`config.mk`:
```
export PLATFORM = sky130hd
export DESIGN_NAME = keynsham_dma
export DESIGN_NICKNAME = d
export VERILOG_FILES = /design/src/rtl/keynsham_pkg.sv /design/src/rtl/cs_gen.sv /design/src/rtl/keynsham_dma_regs.sv /design/src/rtl/keynsham_dma.sv
export SDC_FILE = /design/constraint.sdc
export NUM_CORES = 1
export LEC_CHECK = 0
export ABC_AREA = 1
export CAP_MARGIN = 20
export CORE_UTILIZATION = 40
export DETAILED_ROUTE_END_ITERATION = 7
export DONT_BUFFER_PORTS = 1
export GPL_TIMING_DRIVEN = 1
export PLACE_DENSITY = 0.53
export SYNTH_ARGS = -nofsm -noshare
export SYNTH_HDL_FRONTEND = slang
export SYNTH_SLANG_ARGS = --single-unit
export TNS_END_PERCENT = 1
```
`constraint.sdc`:
```
create_clock -name clk -period 1.7 [get_ports clk]
set_input_delay 0 -clock clk [delete_from_list [all_inputs] [get_ports clk]]
set_output_delay 0 -clock clk [all_outputs]
set_load 0.01 [all_outputs]
```
`src/rtl/keynsham_pkg.sv`:
```
`default_nettype none
// ============================================================================
// keynsham_pkg : shared constants and types for the keynsham DMA engine
// Rev 1.0
// ============================================================================
package keynsham_pkg;

   localparam logic [2:0] DMA_SRC  = 3'd0;
   localparam logic [2:0] DMA_DST  = 3'd1;
   localparam logic [2:0] DMA_LEN  = 3'd2;
   localparam logic [2:0] DMA_FILL = 3'd3;
   localparam logic [2:0] DMA_CTRL = 3'd4;

   localparam int CTRL_START  = 0;
   localparam int CTRL_MODE   = 1;
   localparam int CTRL_IRQ_EN = 2;
   localparam int CTRL_DONE   = 3;
   localparam int CTRL_ERROR  = 4;

   typedef enum logic [1:0] {
      ST_IDLE = 2'd0,
      ST_RD   = 2'd1,
      ST_WR   = 2'd2
   } dma_state_e;

endpackage
`default_nettype wire

```
`src/rtl/cs_gen.sv`:
```
`default_nettype none
// ============================================================================
// cs_gen : chip-select decode of a word address against a byte window
// Rev 1.0
// ============================================================================
module cs_gen #(
   parameter logic [31:0] ADDRESS = 32'h0,
   parameter logic [31:0] SIZE    = 32'h0
) (
   input  logic [29:0] addr_i,
   output logic        cs_o
);

   logic [31:0] w_byte_addr;
   logic [31:0] w_offset;

   assign w_byte_addr = {addr_i, 2'b00};
   assign w_offset    = w_byte_addr - ADDRESS;
   assign cs_o        = (w_byte_addr >= ADDRESS) && (w_offset < SIZE);

endmodule
`default_nettype wire

```
`src/rtl/keynsham_dma_regs.sv`:
```
`default_nettype none
// ============================================================================
// keynsham_dma_regs : cfg port decode, ack, readback mux and CTRL/STATUS flags
// Rev 1.0
// ============================================================================
module keynsham_dma_regs
   import keynsham_pkg::*;
(
   input  logic        clk,
   input  logic        rst_n,
   input  logic        cfg_access_i,
   input  logic        cfg_cs_i,
   input  logic [2:0]  cfg_idx_i,
   input  logic        cfg_wr_en_i,
   input  logic [31:0] cfg_wr_val_i,
   output logic        cfg_ack_o,
   output logic [31:0] cfg_data_o,
   input  logic        busy_i,
   input  logic [29:0] src_i,
   input  logic [29:0] dst_i,
   input  logic [31:0] len_i,
   input  logic        set_done_i,
   input  logic        set_error_i,
   input  logic        clr_flags_i,
   output logic        src_we_o,
   output logic        dst_we_o,
   output logic        len_we_o,
   output logic        start_o,
   output logic        start_mode_o,
   output logic [31:0] fill_o,
   output logic        mode_o,
   output logic        irq_en_o,
   output logic        done_o,
   output logic        error_o
);

   logic        cfg_ack_q;
   logic [31:0] cfg_data_q;
   logic [31:0] fill_q;
   logic        mode_q, irq_en_q, done_q, error_q;
   logic        done_d, error_d;

   logic        w_hit, w_wr, w_wr_ctrl;
   logic [31:0] w_rd_data;

   assign w_hit     = cfg_access_i & cfg_cs_i;
   assign w_wr      = w_hit & cfg_wr_en_i;
   assign w_wr_ctrl = w_wr & (cfg_idx_i == DMA_CTRL);

   assign src_we_o     = w_wr & (cfg_idx_i == DMA_SRC) & ~busy_i;
   assign dst_we_o     = w_wr & (cfg_idx_i == DMA_DST) & ~busy_i;
   assign len_we_o     = w_wr & (cfg_idx_i == DMA_LEN) & ~busy_i;
   assign start_o      = w_wr_ctrl & cfg_wr_val_i[CTRL_START] & ~busy_i;
   assign start_mode_o = cfg_wr_val_i[CTRL_MODE];

   always_comb begin
      w_rd_data = '0;
      case (cfg_idx_i)
         DMA_SRC:  w_rd_data = {2'b00, src_i};
         DMA_DST:  w_rd_data = {2'b00, dst_i};
         DMA_LEN:  w_rd_data = len_i;
         DMA_FILL: w_rd_data = fill_q;
         DMA_CTRL: w_rd_data = {27'b0, error_q, done_q, irq_en_q, mode_q, busy_i};
         default:  w_rd_data = '0;
      endcase
   end

   // Hardware events take priority over a software W1C landing in the same cycle.
   always_comb begin
      done_d  = done_q;
      error_d = error_q;
      if (w_wr_ctrl && cfg_wr_val_i[CTRL_DONE])  done_d  = 1'b0;
      if (w_wr_ctrl && cfg_wr_val_i[CTRL_ERROR]) error_d = 1'b0;
      if (clr_flags_i) begin
         done_d  = 1'b0;
         error_d = 1'b0;
      end
      if (set_done_i)  done_d  = 1'b1;
      if (set_error_i) error_d = 1'b1;
   end

   always_ff @(posedge clk or negedge rst_n) begin
      if (!rst_n) begin
         cfg_ack_q  <= 1'b0;
         cfg_data_q <= '0;
         fill_q     <= '0;
         mode_q     <= 1'b0;
         irq_en_q   <= 1'b0;
         done_q     <= 1'b0;
         error_q    <= 1'b0;
      end else begin
         cfg_ack_q  <= w_hit;
         cfg_data_q <= (w_hit && !cfg_wr_en_i) ? w_rd_data : '0;
         if (w_wr && (cfg_idx_i == DMA_FILL) && !busy_i) fill_q <= cfg_wr_val_i;
         if (w_wr_ctrl) begin
            irq_en_q <= cfg_wr_val_i[CTRL_IRQ_EN];
            if (!busy_i) mode_q <= cfg_wr_val_i[CTRL_MODE];
         end
         done_q  <= done_d;
         error_q <= error_d;
      end
   end

   assign cfg_ack_o  = cfg_ack_q;
   assign cfg_data_o = cfg_data_q;
   assign fill_o     = fill_q;
   assign mode_o     = mode_q;
   assign irq_en_o   = irq_en_q;
   assign done_o     = done_q;
   assign error_o    = error_q;

endmodule
`default_nettype wire

```
`src/rtl/keynsham_dma.sv`:
```
`default_nettype none
// ============================================================================
// keynsham_dma : word copy/fill bus initiator with a cfg register port
// Rev 1.0
// ============================================================================
module keynsham_dma
   import keynsham_pkg::*;
#(
   parameter logic [31:0] BUS_ADDRESS = 32'h0,
   parameter logic [31:0] BUS_SIZE    = 32'h0,
   parameter int          LEN_W       = 16
) (
   input  logic        clk,
   input  logic        rst_n,
   input  logic        cfg_access,
   output logic        cfg_cs,
   input  logic [29:0] cfg_addr,
   input  logic        cfg_wr_en,
   input  logic [31:0] cfg_wr_val,
   output logic        cfg_ack,
   output logic [31:0] cfg_data,
   output logic        m_access,
   output logic [29:0] m_addr,
   output logic        m_wr_en,
   output logic [31:0] m_wr_val,
   output logic [3:0]  m_bytesel,
   input  logic        m_ack,
   input  logic        m_error,
   input  logic [31:0] m_data,
   output logic        irq
);

   dma_state_e       state_q;
   logic [29:0]      src_q, dst_q;
   logic [LEN_W-1:0] len_q;
   logic [31:0]      data_q;
   logic             m_access_q, m_wr_en_q;
   logic [29:0]      m_addr_q;
   logic [31:0]      m_wr_val_q;

   logic        w_src_we, w_dst_we, w_len_we, w_start, w_start_mode;
   logic [31:0] w_fill;
   logic        w_mode, w_irq_en, w_done, w_error;
   logic        w_busy, w_len_nz, w_beat_end, w_last, w_set_done, w_set_error, w_clr_flags;

   cs_gen #(
      .ADDRESS (BUS_ADDRESS),
      .SIZE    (BUS_SIZE)
   ) u_cs_gen (
      .addr_i  (cfg_addr),
      .cs_o    (cfg_cs)
   );

   keynsham_dma_regs u_regs (
      .clk          (clk),
      .rst_n        (rst_n),
      .cfg_access_i (cfg_access),
      .cfg_cs_i     (cfg_cs),
      .cfg_idx_i    (cfg_addr[2:0]),
      .cfg_wr_en_i  (cfg_wr_en),
      .cfg_wr_val_i (cfg_wr_val),
      .cfg_ack_o    (cfg_ack),
      .cfg_data_o   (cfg_data),
      .busy_i       (w_busy),
      .src_i        (src_q),
      .dst_i        (dst_q),
      .len_i        (32'(len_q)),
      .set_done_i   (w_set_done),
      .set_error_i  (w_set_error),
      .clr_flags_i  (w_clr_flags),
      .src_we_o     (w_src_we),
      .dst_we_o     (w_dst_we),
      .len_we_o     (w_len_we),
      .start_o      (w_start),
      .start_mode_o (w_start_mode),
      .fill_o       (w_fill),
      .mode_o       (w_mode),
      .irq_en_o     (w_irq_en),
      .done_o       (w_done),
      .error_o      (w_error)
   );

   assign w_busy      = (state_q != ST_IDLE);
   assign w_len_nz    = (len_q != '0);
   assign w_beat_end  = m_access_q & m_ack & w_busy;
   assign w_last      = (state_q == ST_WR) && (len_q == LEN_W'(1));
   assign w_set_error = w_beat_end & m_error;
   assign w_set_done  = (w_start & ~w_len_nz) | (w_beat_end & (m_error | w_last));
   assign w_clr_flags = w_start & w_len_nz;

   // Each beat raises m_access from a cycle where it was low, so a gap cycle
   // always separates consecutive beats and m_ack is only honoured while requesting.
   always_ff @(posedge clk or negedge rst_n) begin
      if (!rst_n) begin
         state_q    <= ST_IDLE;
         src_q      <= '0;
         dst_q      <= '0;
         len_q      <= '0;
         data_q     <= '0;
         m_access_q <= 1'b0;
         m_addr_q   <= '0;
         m_wr_en_q  <= 1'b0;
         m_wr_val_q <= '0;
      end else begin
         case (state_q)
            ST_IDLE: begin
               if (w_src_we) src_q <= cfg_wr_val[29:0];
               if (w_dst_we) dst_q <= cfg_wr_val[29:0];
               if (w_len_we) len_q <= cfg_wr_val[LEN_W-1:0];
               if (w_start && w_len_nz) state_q <= w_start_mode ? ST_WR : ST_RD;
            end
            ST_RD: begin
               if (!m_access_q) begin
                  m_access_q <= 1'b1;
                  m_addr_q   <= src_q;
                  m_wr_en_q  <= 1'b0;
               end else if (m_ack) begin
                  m_access_q <= 1'b0;
                  if (m_error) begin
                     state_q <= ST_IDLE;
                  end else begin
                     data_q  <= m_data;
                     src_q   <= src_q + 30'd1;
                     state_q <= ST_WR;
                  end
               end
            end
            ST_WR: begin
               if (!m_access_q) begin
                  m_access_q <= 1'b1;
                  m_addr_q   <= dst_q;
                  m_wr_en_q  <= 1'b1;
                  m_wr_val_q <= w_mode ? w_fill : data_q;
               end else if (m_ack) begin
                  m_access_q <= 1'b0;
                  m_wr_en_q  <= 1'b0;
                  if (m_error) begin
                     state_q <= ST_IDLE;
                  end else begin
                     dst_q <= dst_q + 30'd1;
                     len_q <= len_q - LEN_W'(1);
                     if (w_last)       state_q <= ST_IDLE;
                     else if (!w_mode) state_q <= ST_RD;
                  end
               end
            end
            default: state_q <= ST_IDLE;
         endcase
      end
   end

   assign m_access  = m_access_q;
   assign m_addr    = m_addr_q;
   assign m_wr_en   = m_wr_en_q;
   assign m_wr_val  = m_wr_val_q;
   assign m_bytesel = 4'b1111;
   assign irq       = w_done & w_irq_en;

endmodule
`default_nettype wire

```
# ---- Word level (Yosys, flattened, before mapping)
# Index checks and enable logic that the tools add are counted.
dict set report word_totals {
  register_bits 243
  input_bits 100
  out_inout_bits 103
  wordCells 139
}
dict set report op_classes {
  add_sub_neg 3
  n_lt_le_gt_ge 2
  eq_ne 21
  mux 44
  n_bitwise 24
  reduce_logical 29
}
# operator n
set ops {}
lappend ops {{two-way mux 30 bit} 10}
lappend ops {{one-hot mux 30 bit (2 select lines)} 3}
lappend ops {{one-hot mux 32 bit (5 select lines)} 1}
lappend ops {{two-way mux 16 bit} 4}
lappend ops {{two-way mux 32 bit} 2}
lappend ops {{adder 30 x 1 -> 30 bit, second input constant} 2}
lappend ops {{greater-or-equal comparator 32 x 1 -> 1 bit, second input constant} 1}
lappend ops {{less-than comparator 32 x 1 -> 1 bit, second input constant} 1}
lappend ops {{one-hot mux 16 bit (2 select lines)} 1}
lappend ops {{two-way mux 2 bit} 10}
lappend ops {{bitwise AND 1 bit} 18}
lappend ops {{inequality test 2 bit, second input constant} 9}
lappend ops {{equality test 16 x 1 -> 1 bit, second input constant} 1}
lappend ops {{nonzero test 16 bit} 1}
lappend ops {{subtractor 16 x 1 -> 16 bit, second input constant} 1}
lappend ops {{AND reduction 5 bit} 3}
lappend ops {{two-way mux 1 bit} 11}
lappend ops {{logical AND 1 bit} 8}
lappend ops {{nonzero test 2 bit} 4}
lappend ops {{equality test 3 x 2 -> 1 bit, second input constant} 2}
lappend ops {{inequality test 2 x 1 -> 1 bit, second input constant} 3}
lappend ops {{one-hot mux 2 bit (3 select lines)} 1}
lappend ops {{AND reduction 3 bit} 2}
lappend ops {{AND reduction 6 bit} 1}
lappend ops {{other kinds (16)} 23}

# ---- Logic depth before layout (Yosys ltp)
# Gate-level depths: netlist of run 1.
dict set report depth {
  depth_word 10
  depth_mapped 11
  ltp_nobuf 11
}

# ---- Modules after synthesis
# From an unflattened synthesis of run 1, not the netlist that was laid out.
dict set report hier_totals {
  hier_cells 1795
  hier_area_um2 13385.3
}
# module instances cells_per_inst area_each_um2 seq_area_each_um2
set by_module_without_submodules {}
lappend by_module_without_submodules {keynsham_dma 1 1307 9810.7 4354.2}
lappend by_module_without_submodules {keynsham_dma_regs 1 486 3563.4 1726.7}
lappend by_module_without_submodules {cs_gen 1 2 11.3 0.0}

# ---- Worst setup path before layout of run 1
# Ideal clock, no wire load.
dict set report synth_timing {
  path_type {reg-to-reg}
  startpoint {reg state_q[0]}
  endpoint {reg dst_q[15]}
  setup_time_ps 123
  t_arrival_ps 1470
  required_time_ps 1577
  path_slack_ps 107
  path_stages_with_launch 11
  n_path_buf 1
  synth_period_minus_slack_ps 1593
  cell_sequence {dfrtp_1 > inv_1 > ha_1 > buf_4 > nand3_1 > inv_1 > nand2_4 > nor2_4 > nand2_2 > o21ai_0 > nand2_1}
}
dict set report synth_between {
  elab_chain_len 5
  word_cells_on_any_way 12
  cone_classes {eq/ne (5); mux (1); bitwise (2); reduce/logical (4)}
}
# item line_no
set synth_lines {}
lappend synth_lines {{from (decl)} keynsham_dma.sv:33} ;# dma_state_e state_q;
lappend synth_lines {{from (signal assigned)} keynsham_dma.sv:110} ;# if (w_start && w_len_nz) state_q <= w_start_mode ? ST_WR : ST_RD;
lappend synth_lines {{nonzero test 2 bit} keynsham_dma.sv:83} ;# assign w_busy = (state_q != ST_IDLE);
lappend synth_lines {{NOT 1 bit} keynsham_dma_regs.sv:51} ;# assign dst_we_o = w_wr & (cfg_idx_i == DMA_DST) & ~busy_i;
lappend synth_lines {{bitwise AND 1 bit} keynsham_dma_regs.sv:51}
lappend synth_lines {{inequality test 2 x 1 -> 1 bit (no source line)} n/a}
lappend synth_lines {{AND reduction 5 bit (no source line)} n/a}
lappend synth_lines {{to (signal assigned)} keynsham_dma.sv:108} ;# if (w_dst_we) dst_q <= cfg_wr_val[29:0];
lappend synth_lines {{to (signal assigned)} keynsham_dma.sv:140} ;# dst_q <= dst_q + 30'd1;
lappend synth_lines {{to (decl)} keynsham_dma.sv:34} ;# logic [29:0] src_q, dst_q;
# Several ways; a longest one is shown, not always the timed one.
# A chain may end at the register's enable or synchronous reset.

# ---- Worst setup path after layout of run 1
dict set report layout_timing {
  startpoint {reg state_q[1]}
  endpoint {reg m_addr_q[21] (netlist: m_addr[21])}
}
dict set report layout_between {
  elab_chain_len 3
  word_cells_on_any_way 7
  cone_classes {eq/ne (4); mux (1); reduce/logical (2)}
}
# item line_no
set layout_lines {}
lappend layout_lines {{equality test 2 bit or equality test 2 x 1 -> 1 bit (tied branches)} keynsham_dma.sv:105} ;# case (state_q)
lappend layout_lines {{inequality test 2 bit (no source line) or nonzero test 2 bit (tied branches)} n/a}
lappend layout_lines {{AND reduction 3 bit (no source line)} n/a}
lappend layout_lines {{to (signal assigned)} keynsham_dma.sv:115} ;# m_addr_q <= src_q;
lappend layout_lines {{to (signal assigned)} keynsham_dma.sv:131} ;# m_addr_q <= dst_q;
lappend layout_lines {{to (decl)} keynsham_dma.sv:38} ;# logic [29:0] m_addr_q;
# Several ways; a longest one is shown, not always the timed one.

==> impl_metrics.yaml, run 1 <==
timing:
  fin_crit_ps: 1680
  rsz0062_at_grt: "yes"
  holdWs_ps: -752
  fin_crit_sh_pct: 99.0
  fin_ws_ps: 17.6
  finalSetupViolCount: 0
  clock.fmax_mhz: 594
  drv_slew: 0
  final.setup_skew_ps: 14.3
  hold_viol_final: 177
status:
  violations: "negative hold slack"
  status: "finished, violations left"
setup_path:
  startpoint_type: "flip-flop"
  cp_max_fo: 60
  r2r_cells: 8
  arrival_ps: 2030
  path_class: "reg2reg"
  crit_required_ps: 2040
  cp-end-kind: "flip-flop"
finish:
  antennaDiodeCount: 0
  regArea_sq_um: 4350
  design_area_sq_um: 9890
  num-nets-final: 1189
  multi_input_area_sq_um: 3440
  drive_gt1_share_pct: 12.0
  fillers: 2016
  synthToLayoutAreaGrowth_pct: 17.6
  finalNonFillerCells: 1365
global_route:
  grt_pass1_wl_um: 31400
  overflow: 0
  grt.total_usage_pct: 18.4
  antenna_found_initial: 0
  grt_max_degree: 175
  first_global_vias: 6135
floorplanning:
  die_h_um: 147
  initial_utilization_pct: 41.2
  core_sq_um: 20400
  dieArea_sq_um: 21600
  die_x_um: 147
  rows: 52
  ioPinCount: 203
power_and_ir_drop:
  leakage_uw: 0.00487
  pwr-share-seq_pct: 50.8
  power_switching_share_pct: 24.1
  p_clk_share_pct: 47.8
  total_power_uw: 8140
  p_per_area_nw_per_um2: 823
  combPwrFrac_pct: 1.4
  vdd_ir_drop_max_mv: 0.664
  intPower_uw: 6180
  p_sw_uw: 1960
clocking:
  cts_tree: "done"
  ctsHoldBuffers: 34
  cts-htree-levels: 4
  clk_path_buf_depth: 2
  cts_buffers: 17
  clkTransAtPathRegs_ps: 80
  insertion_delay_ps: 440
  cts.sinks: 174
  ctsRootBufferMaster: "clkbuf_16"
yosys:
  syn_avg_cell_area_sq_um: 8.32
  synth-xor-area-share_pct: 4.38
  async_reset_ff_share_pct: 100
  yosysWarnings: 0
  synth_top_family_by_area: "simple AND/OR/NAND/NOR gates"
  ys_ff_latch: 174
  syn_area_sq_um: 8410
  postSynthCellCount: 1010
  synthAdderAreaFrac_pct: 1.04
  synth_simple_gate_area_share_pct: 25.3
  yosysSeqAreaShare_pct: 51.8
  synth_edf_count: 0
  synth_cell_types: 28
  synth_compound_area_share_pct: 6.41
  synth.area.mux_share_pct: 1.07
  synthFlopType: "dfrtp_1"
detailed_routing:
  first_iter_violations: 311
  avgRoutedWirePerCell_um: 14.0
  top_layer: "met4"
  wl_met1_um: 9400
  wirelength_um: 19100
  viasPerCell: 4.69
  drt-pass1-iter-count: 4
  ant_nets: 0
  remaining_drc_errors: 0
  met3_length_um: 1090
  vias: 6398
  wl_met2_um: 8360
placed_design:
  io_buffers: 0
  dp.cells: 1295
  hpwl_um: 13100
  dpl_cell_area_sq_um: 8850
  place.gp.congestion: 0.862
  dp_slack_ps: -45.4
job:
  cap_viol_max_count: 0
min_path:
  hold_path_class: "in2async"
[layout by cell type, fill, tap and decap left out, types with 3 or more instances in the layout]
cell type / netlist / layout
nand3_1: 44 / 42
nand2_4: 3 / 3
dlygate4sd3_1: 0 / 34
xor2_1: 25 / 25
nand2_2: 3 / 7
o21ai_1: 1 / 4
ha_1: 7 / 5
inv_1: 110 / 108
dfrtp_1: 174 / 174
nor2_2: 8 / 11
buf_12: 0 / 3
inv_2: 3 / 5
nand2_1: 299 / 295
xnor2_1: 17 / 17
nand3b_1: 5 / 5
o21ai_0: 66 / 63
inv_8: 0 / 7
nor3_1: 8 / 7
clkinv_8: 0 / 3
a31oi_1: 30 / 30
nor2_4: 3 / 8
conb_1: 2 / 39
nor2_1: 101 / 93
mux2_2: 8 / 8
buf_4: 41 / 44
clkbuf_16: 0 / 17
nand4_1: 22 / 22
[worst max-delay path, stage by stage, from the launching register on]
cell	delay, ps
dfrtp_1	390
inv_1	90
ha_1	180
inv_1	80
buf_4	150
a21oi_4	170
buf_12	240
nor2_1	70
a31oi_1	160
[per-layer routing]
| layer | vias up | global-route usage [%] |
|---|---|---|
| li1 | 3251 | - |
| met1 | 2998 | 25.8 |
| met2 | 133 | 27.9 |
| met3 | 16 | 4.91 |
| met4 | 0 | 5.05 |
| met5 | - | 0 |
[cells in the mapped netlist (9+ instances only)]
| cell type | n | area share [%] |
|---|---|---|
| a31oi_1 | 30 | 2.2 |
| buf_2 | 9 | 0.54 |
| buf_4 | 41 | 3.7 |
| clkbuf_1 | 16 | 0.71 |
| dfrtp_1 | 174 | 52 |
| inv_1 | 110 | 4.9 |
| nand2_1 | 299 | 13 |
| nand3_1 | 44 | 2.6 |
| nand4_1 | 22 | 1.6 |
| nor2_1 | 101 | 4.5 |
| o21ai_0 | 66 | 3.9 |
| xnor2_1 | 17 | 1.8 |
| xor2_1 | 25 | 2.6 |
[cell families (layout without fill, tap and decap cells)]
family,after synthesis,in the layout
AO/OA/AOI/OAI,99,99
XOR/XNOR,42,42
adder cells (fa/ha/maj),7,7
buffers and inverters,179,227
flip-flops,174,174
multiplexers,8,8
other,2,39
AND/OR/NAND/NOR,499,499
[worst paths after layout]
path                            startpoint           end  slack [ps]
worst max register to register  state_q[1]    m_addr[21]          20
max in group asynchronous            rst_n     src_q[24]        2220
min in group clk                     m_ack       m_wr_en         -50
worst min register to register  data_q[27]    data_q[27]         480
worst min-delay path                 rst_n  m_wr_val[14]        -750
worst max-delay path            state_q[1]    m_addr[21]          20
[stage by stage]
step	TNS, ps	utilization, %
detailed placement	-148	43.3
floorplan	0	-
CTS	-175	48.1
global placement	-186	43.3
finish	0	48.4
global route	-3550	48.4
[sequential cells by signal (all words and copies together) (netlist names)]
| name | count |
|---|---|
| m_access | 1 |
| len_q | 16 |
| m_addr | 30 |
| m_wr_val | 32 |
| src_q | 30 |
| data_q | 32 |
| m_wr_en | 1 |
| state_q | 2 |
| dst_q | 30 |
[area by class of cell]
| cell class | instances | share of cell area [%] |
|---|---|---|
| Sequential cell | 174 | 44.0 |
| Multi-Input combinational cell | 694 | 34.8 |
| Timing Repair Buffer | 82 | 7.50 |
| Clock buffer | 17 | 4.30 |
| Inverter | 113 | 4.29 |
| Tap cell | 270 | 3.42 |
| Clock inverter | 15 | 1.71 |
[power by group through the flow]
stage,registers (uW),logic [uW],clock network [uW]
4_1_cts,4140,107,4010
3_3_place_gp,4220,41.6,0
3_5_place_dp,4220,41.5,0
2_1_floorplan,4220,107,0
5_1_grt,4130,119,4150
6_report,4140,110,3890
[what timing repair did]
item,4_1_cts,5_1_grt
gates cloned,0,0
resized for setup,3,23
hold endpoints to repair,216,174
pin swaps,1,3
endpoints found under the setup margin,12,81
setup buffers,3,1
Power figures use the tool's default switching activity.
==> inputs of run 2 (changes only) <==
- PLACE_DENSITY: 0.53 -> 0.55
- REMOVE_ABC_BUFFERS: unset -> 1
- clock period: 1.7 -> 1.4 ns (I/O delays scaled with it)
==> run 2 against run 1 <==
Net effect:
- the flow finishes with violations (negative hold slack, negative setup slack)
- die area unchanged
- register-to-register slack worse by 250 ps
- sequential cell count unchanged
- sequential share of layout area down 2.8 points
- final cell count up 4.5%
- critical path depth up 1
- count of clock-buffer cells in the layout unchanged
- combinational power up 25%
==> impl_metrics.yaml, run 2 (synthesis results as in run 1) <==
status:
  status: "finished, violations left"
  violations: "negative hold slack, negative setup slack"
setup_path:
  arrival_ps: 1960
  path_cells: "inv_2, ha_2, inv_2, nand2_2, nor2_4, buf_6, nand3b_1, o21ai_1, o21ai_1"
  cp_max_fo: 5
  worst-path-buf-inv: 3
  cp-end-kind: "flip-flop"
  max_stage_delay_ps: 380
  crit_family: "simple AND/OR/NAND/NOR gates"
  critPathSlowestCell: "dfrtp_1"
  crit_required_ps: 1730
  path_class: "reg2reg"
  startpoint_type: "flip-flop"
global_route:
  grt.total_usage_pct: 19.3
  antenna_found_initial: 0
  overflow: 0
  grt_pass1_wl_um: 32700
  grt_max_degree: 175
  first_global_vias: 6491
clocking:
  cts_tree: "done"
  cts_buffers: 17
  ctsRootBufferMaster: "clkbuf_16"
  cts.sinks: 174
  cts-htree-levels: 4
  clk_path_buf_depth: 2
  insertion_delay_ps: 440
  clkTransAtPathRegs_ps: 80
timing:
  fin_crit_ps: 1630
  drv_slew: 0
  rsz0062_at_grt: "yes"
  fin_ws_ps: -231
  final.setup_skew_ps: 10.6
  hold_viol_final: 174
  fin_crit_sh_pct: 117
  clock.fmax_mhz: 613
  finalSetupViolCount: 149
  holdWs_ps: -757
power_and_ir_drop:
  leakage_uw: 0.00526
  p_clk_share_pct: 48.4
  pwr-share-seq_pct: 50.2
  power_switching_share_pct: 24.7
  intPower_uw: 7530
  p_sw_uw: 2470
  total_power_uw: 10000
  combPwrFrac_pct: 1.4
  vdd_ir_drop_max_mv: 0.854
  p_per_area_nw_per_um2: 945
finish:
  layout_common_cells: "nand2_1 (290), dfrtp_1 (171), inv_1 (105), buf_4 (92), nor2_1 (87)"
  antennaDiodeCount: 0
  drive_gt1_share_pct: 18.3
  layout_commonest_cell: "nand2_1"
  num-nets-final: 1250
  fillers: 1929
  synthToLayoutAreaGrowth_pct: 25.8
detailed_routing:
  viasPerCell: 4.68
  avgRoutedWirePerCell_um: 14.1
  first_iter_violations: 340
  remaining_drc_errors: 0
  drt-pass1-iter-count: 4
  vias: 6669
  wirelength_um: 20100
  ant_nets: 0
job:
  cap_viol_max_count: 0
floorplanning:
  initial_utilization_pct: 41.2
  dieArea_sq_um: 21600
  rows: 52
  core_sq_um: 20400
  die_x_um: 147
  die_h_um: 147
  ioPinCount: 203
min_path:
  hold_path_class: "in2async"
placed_design:
  hpwl_um: 13700
  io_buffers: 0
  place.gp.congestion: 0.850
[run 2: cell count changes in the layout (fill, tap and decap cells not counted), moves of 4 or more]
cell	change
o21ai_0	-19
nand2_1	-5
o21ai_1	+18
buf_4	+48
nor2_1	-6
nor2_2	+4
buf_6	+5
[run 2: final cells by class]
type | instances | area, sq um | area share (%)
repair buffers | 142 | 1300 | 12.3
multi-input cells | 695 | 3550 | 33.5
flip-flops and latches | 174 | 4360 | 41.2
well taps | 270 | 338 | 3.19
inverters | 113 | 427 | 4.03
clock buffers | 17 | 425 | 4.02
clock inverters | 15 | 185 | 1.75
[run 2: per-stage QoR]
| stage | cell area, sq um | worst slack [ps] | util, % | setup TNS [ps] | std cells |
|---|---|---|---|---|---|
| floorplan | 8130 | -2030 | - | -154980 | 981 |
| global placement | 9270 | -263 | 45.4 | -20470 | 1346 |
| detailed placement | 9270 | -344 | 45.4 | -30790 | 1346 |
| CTS | 10500 | -222 | 51.2 | -17650 | 1422 |
| global route | 10600 | -336 | 51.8 | -31290 | 1426 |
| finish | 10600 | -231 | 51.8 | -17790 | 1426 |
[run 2: timing repair]
action | CTS | global route
cloned | 2 | 0
pin swaps | 12 | 13
gates resized for setup | 49 | 37
setup endpoints to repair | 169 | 163
hold buffers | 34 | 1
endpoints found under the hold margin | 221 | 178
setup buffers | 8 | 3
[run 2: path summary, 6_finish.rpt]
path                                 start          to  slack (ps)  depth (start not counted)
min in group clk                   m_error  data_q[27]          50                          6
worst min register to register  data_q[28]  data_q[28]         480                          2
max in group asynchronous            rst_n   src_q[17]        1950                          0
worst max-delay path            state_q[0]   len_q[13]        -230                          9
worst min-delay path                 rst_n  data_q[17]        -760                          0
worst max register to register  state_q[0]   len_q[13]        -230                          9
[run 2: per-layer routing]
metal / vias up / wire (um) / track usage (%)
li1: 3383 / - / -
met1: 3124 / 9500 / 26.1
met2: 144 / 9010 / 29.6
met3: 18 / 1280 / 5.90
met4: 0 / 287 / 5.98
met5: - / 0 / 0
[run 2: power groups by stage]
stage | sequential, uW | combinational (uW) | clock [uW]
2_1_floorplan | 5120 | 49.1 | 0
3_3_place_gp | 5120 | 50.6 | 0
3_5_place_dp | 5120 | 50.2 | 0
4_1_cts | 5020 | 131 | 4970
5_1_grt | 5020 | 148 | 5160
6_report | 5020 | 138 | 4840
==> inputs of run 3 (changes only) <==
- CELL_PAD_IN_SITES_DETAIL_PLACEMENT: unset -> 1
- CELL_PAD_IN_SITES_GLOBAL_PLACEMENT: unset -> 2
- CORE_UTILIZATION: 40 -> 33
- PLACE_DENSITY: 0.55 -> 0.74
==> run 3 against run 2 <==
Net effect:
- the run still ends with negative hold slack, negative setup slack left
- combinational power grew 4%
- clock skew up 3.7 ps
- total power increased by 1.5%
- first-iteration DRC count fell by 10%
- critical path depth rose by 2
- final cell count rose by 4.7%
- sequential share of layout area fell by 0.38 points
- critical path type unchanged
==> impl_metrics.yaml, run 3 (synthesis results as in run 1) <==
timing:
  fin_crit_sh_pct: 118
  clock.fmax_mhz: 604
  holdWs_ps: -761
  final.setup_skew_ps: 14.3
  finalSetupViolCount: 152
  fin_ws_ps: -257
  hold_viol_final: 174
  rsz0062_at_grt: "yes"
  fin_crit_ps: 1660
  drv_slew: 0
global_route:
  grt.total_usage_pct: 18.6
  top_usage_layer: "met2"
  grtUsageMet2_pct: 30.2
  antenna_found_initial: 0
  overflow: 0
  grt_pass1_wl_um: 38200
  met1_usage_pct: 24.0
  first_global_vias: 7415
  grt_max_degree: 175
  grtUsageMet3_pct: 4.98
finish:
  finalNonFillerCells: 1493
  num-nets-final: 1257
  synthToLayoutAreaGrowth_pct: 26.9
  layout_common_cells: "nand2_1 (288), dfrtp_1 (173), inv_1 (105), buf_4 (104), nor2_1 (84)"
  drive_gt1_share_pct: 19.0
  antennaDiodeCount: 0
  layout_commonest_cell: "nand2_1"
  design_area_sq_um: 10700
  post-route-util_pct: 42.5
job:
  cap_viol_max_count: 0
setup_path:
  rrSetupSlack_ps: -260
  arrival_ps: 1980
  startpoint_type: "flip-flop"
  cp-end-kind: "flip-flop"
  rr_startpoint: "state_q[0]"
  crit_required_ps: 1730
  regToRegEndpoint: "dst_q[21]"
  cp_max_fo: 6
  path_class: "reg2reg"
  r2r_cells: 11
placed_design:
  dp_slack_ps: -380
  dp.cells: 1421
  dpl_cell_area_sq_um: 9420
  io_buffers: 0
  hpwl_um: 16500
  place.gp.congestion: 0.802
power_and_ir_drop:
  p_per_area_nw_per_um2: 951
  leakage_uw: 0.00530
  total_power_uw: 10100
  vdd_ir_drop_max_mv: 0.568
detailed_routing:
  viasPerCell: 4.64
  remaining_drc_errors: 0
  avgRoutedWirePerCell_um: 15.3
  drt-pass1-iter-count: 4
  vias: 6926
  first_iter_violations: 305
  ant_nets: 0
  wirelength_um: 22800
clocking:
  ctsRootBufferMaster: "clkbuf_16"
  clkTransAtPathRegs_ps: 90
  cts_tree: "done"
  cts.sinks: 174
  clk_path_buf_depth: 2
  insertion_delay_ps: 450
  cts_buffers: 17
  cts-htree-levels: 4
floorplanning:
  initial_utilization_pct: 33.5
  die_h_um: 162
  dieArea_sq_um: 26100
  rows: 58
  die_x_um: 162
  core_sq_um: 25100
  ioPinCount: 203
status:
  status: "finished, violations left"
  violations: "negative hold slack, negative setup slack"
min_path:
  hold_path_class: "in2async"
-- run 3: cell types whose count changed in the layout (fill, tap and decap cells not counted), moves of 4 or more --
| cell | delta |
|---|---|
| buf_4 | +12 |
| clkinv_8 | +5 |
| nand3_2 | -4 |
| o21ai_0 | +4 |
-- run 3: final cells by class --
cell class / instances / area [sq um]
clock buffer: 17 / 425
clock inverter: 15 / 211
fill: 3020 / 14400
inverter: 113 / 427
multi-input combinational: 694 / 3530
sequential: 174 / 4360
tap: 330 / 413
timing repair buffer: 150 / 1310
-- run 3: routing by layer --
metal	part of all wire [%]	vias to the layer above
met3	5.0	30
met2	47	110
li1	-	3381
met4	1.8	0
met5	0	-
met1	47	3405
-- run 3: through the flow --
stage	hold slack [ps]	setup TNS, ps
floorplan	-296	-154980
global placement	-292	-23100
detailed placement	-291	-34400
CTS	-782	-17990
global route	-792	-31520
finish	-761	-15780
-- run 3: worst max path at each step --
stage,from,endpoint,slack [ps],cells past startpoint
6_report,state_q[0],dst_q[21],-260,11
5_1_grt,state_q[0],dst_q[21],-350,11
4_1_cts,state_q[0],src_q[8],-260,10
3_5_place_dp,state_q[0],dst_q[21],-380,10
3_3_place_gp,state_q[0],dst_q[27],-280,10
2_1_floorplan,state_q[0],state_q[0],-2030,7
-- run 3: critical path, stage by stage (launching register included) --
cell,delay [ps]
dfrtp_1,370
inv_2,70
ha_2,200
inv_2,60
nand2_2,70
inv_2,80
nand2_4,100
nor2_4,220
buf_6,160
nand4_1,80
nand2_1,80
nand2_1,50
-- run 3: repair_timing --
action | in CTS | in global routing
resized for setup | 53 | 33
setup buffers | 6 | 0
hold buffers | 33 | 1
pin swaps | 12 | 8
endpoints found under the setup margin | 170 | 169
hold endpoints to repair | 224 | 178
-- run 3: power breakdown --
group / switching (uW) / internal [uW]
Clock: 2510 / 2470
Sequential: 0 / 5020
Combinational: 74.5 / 68.1
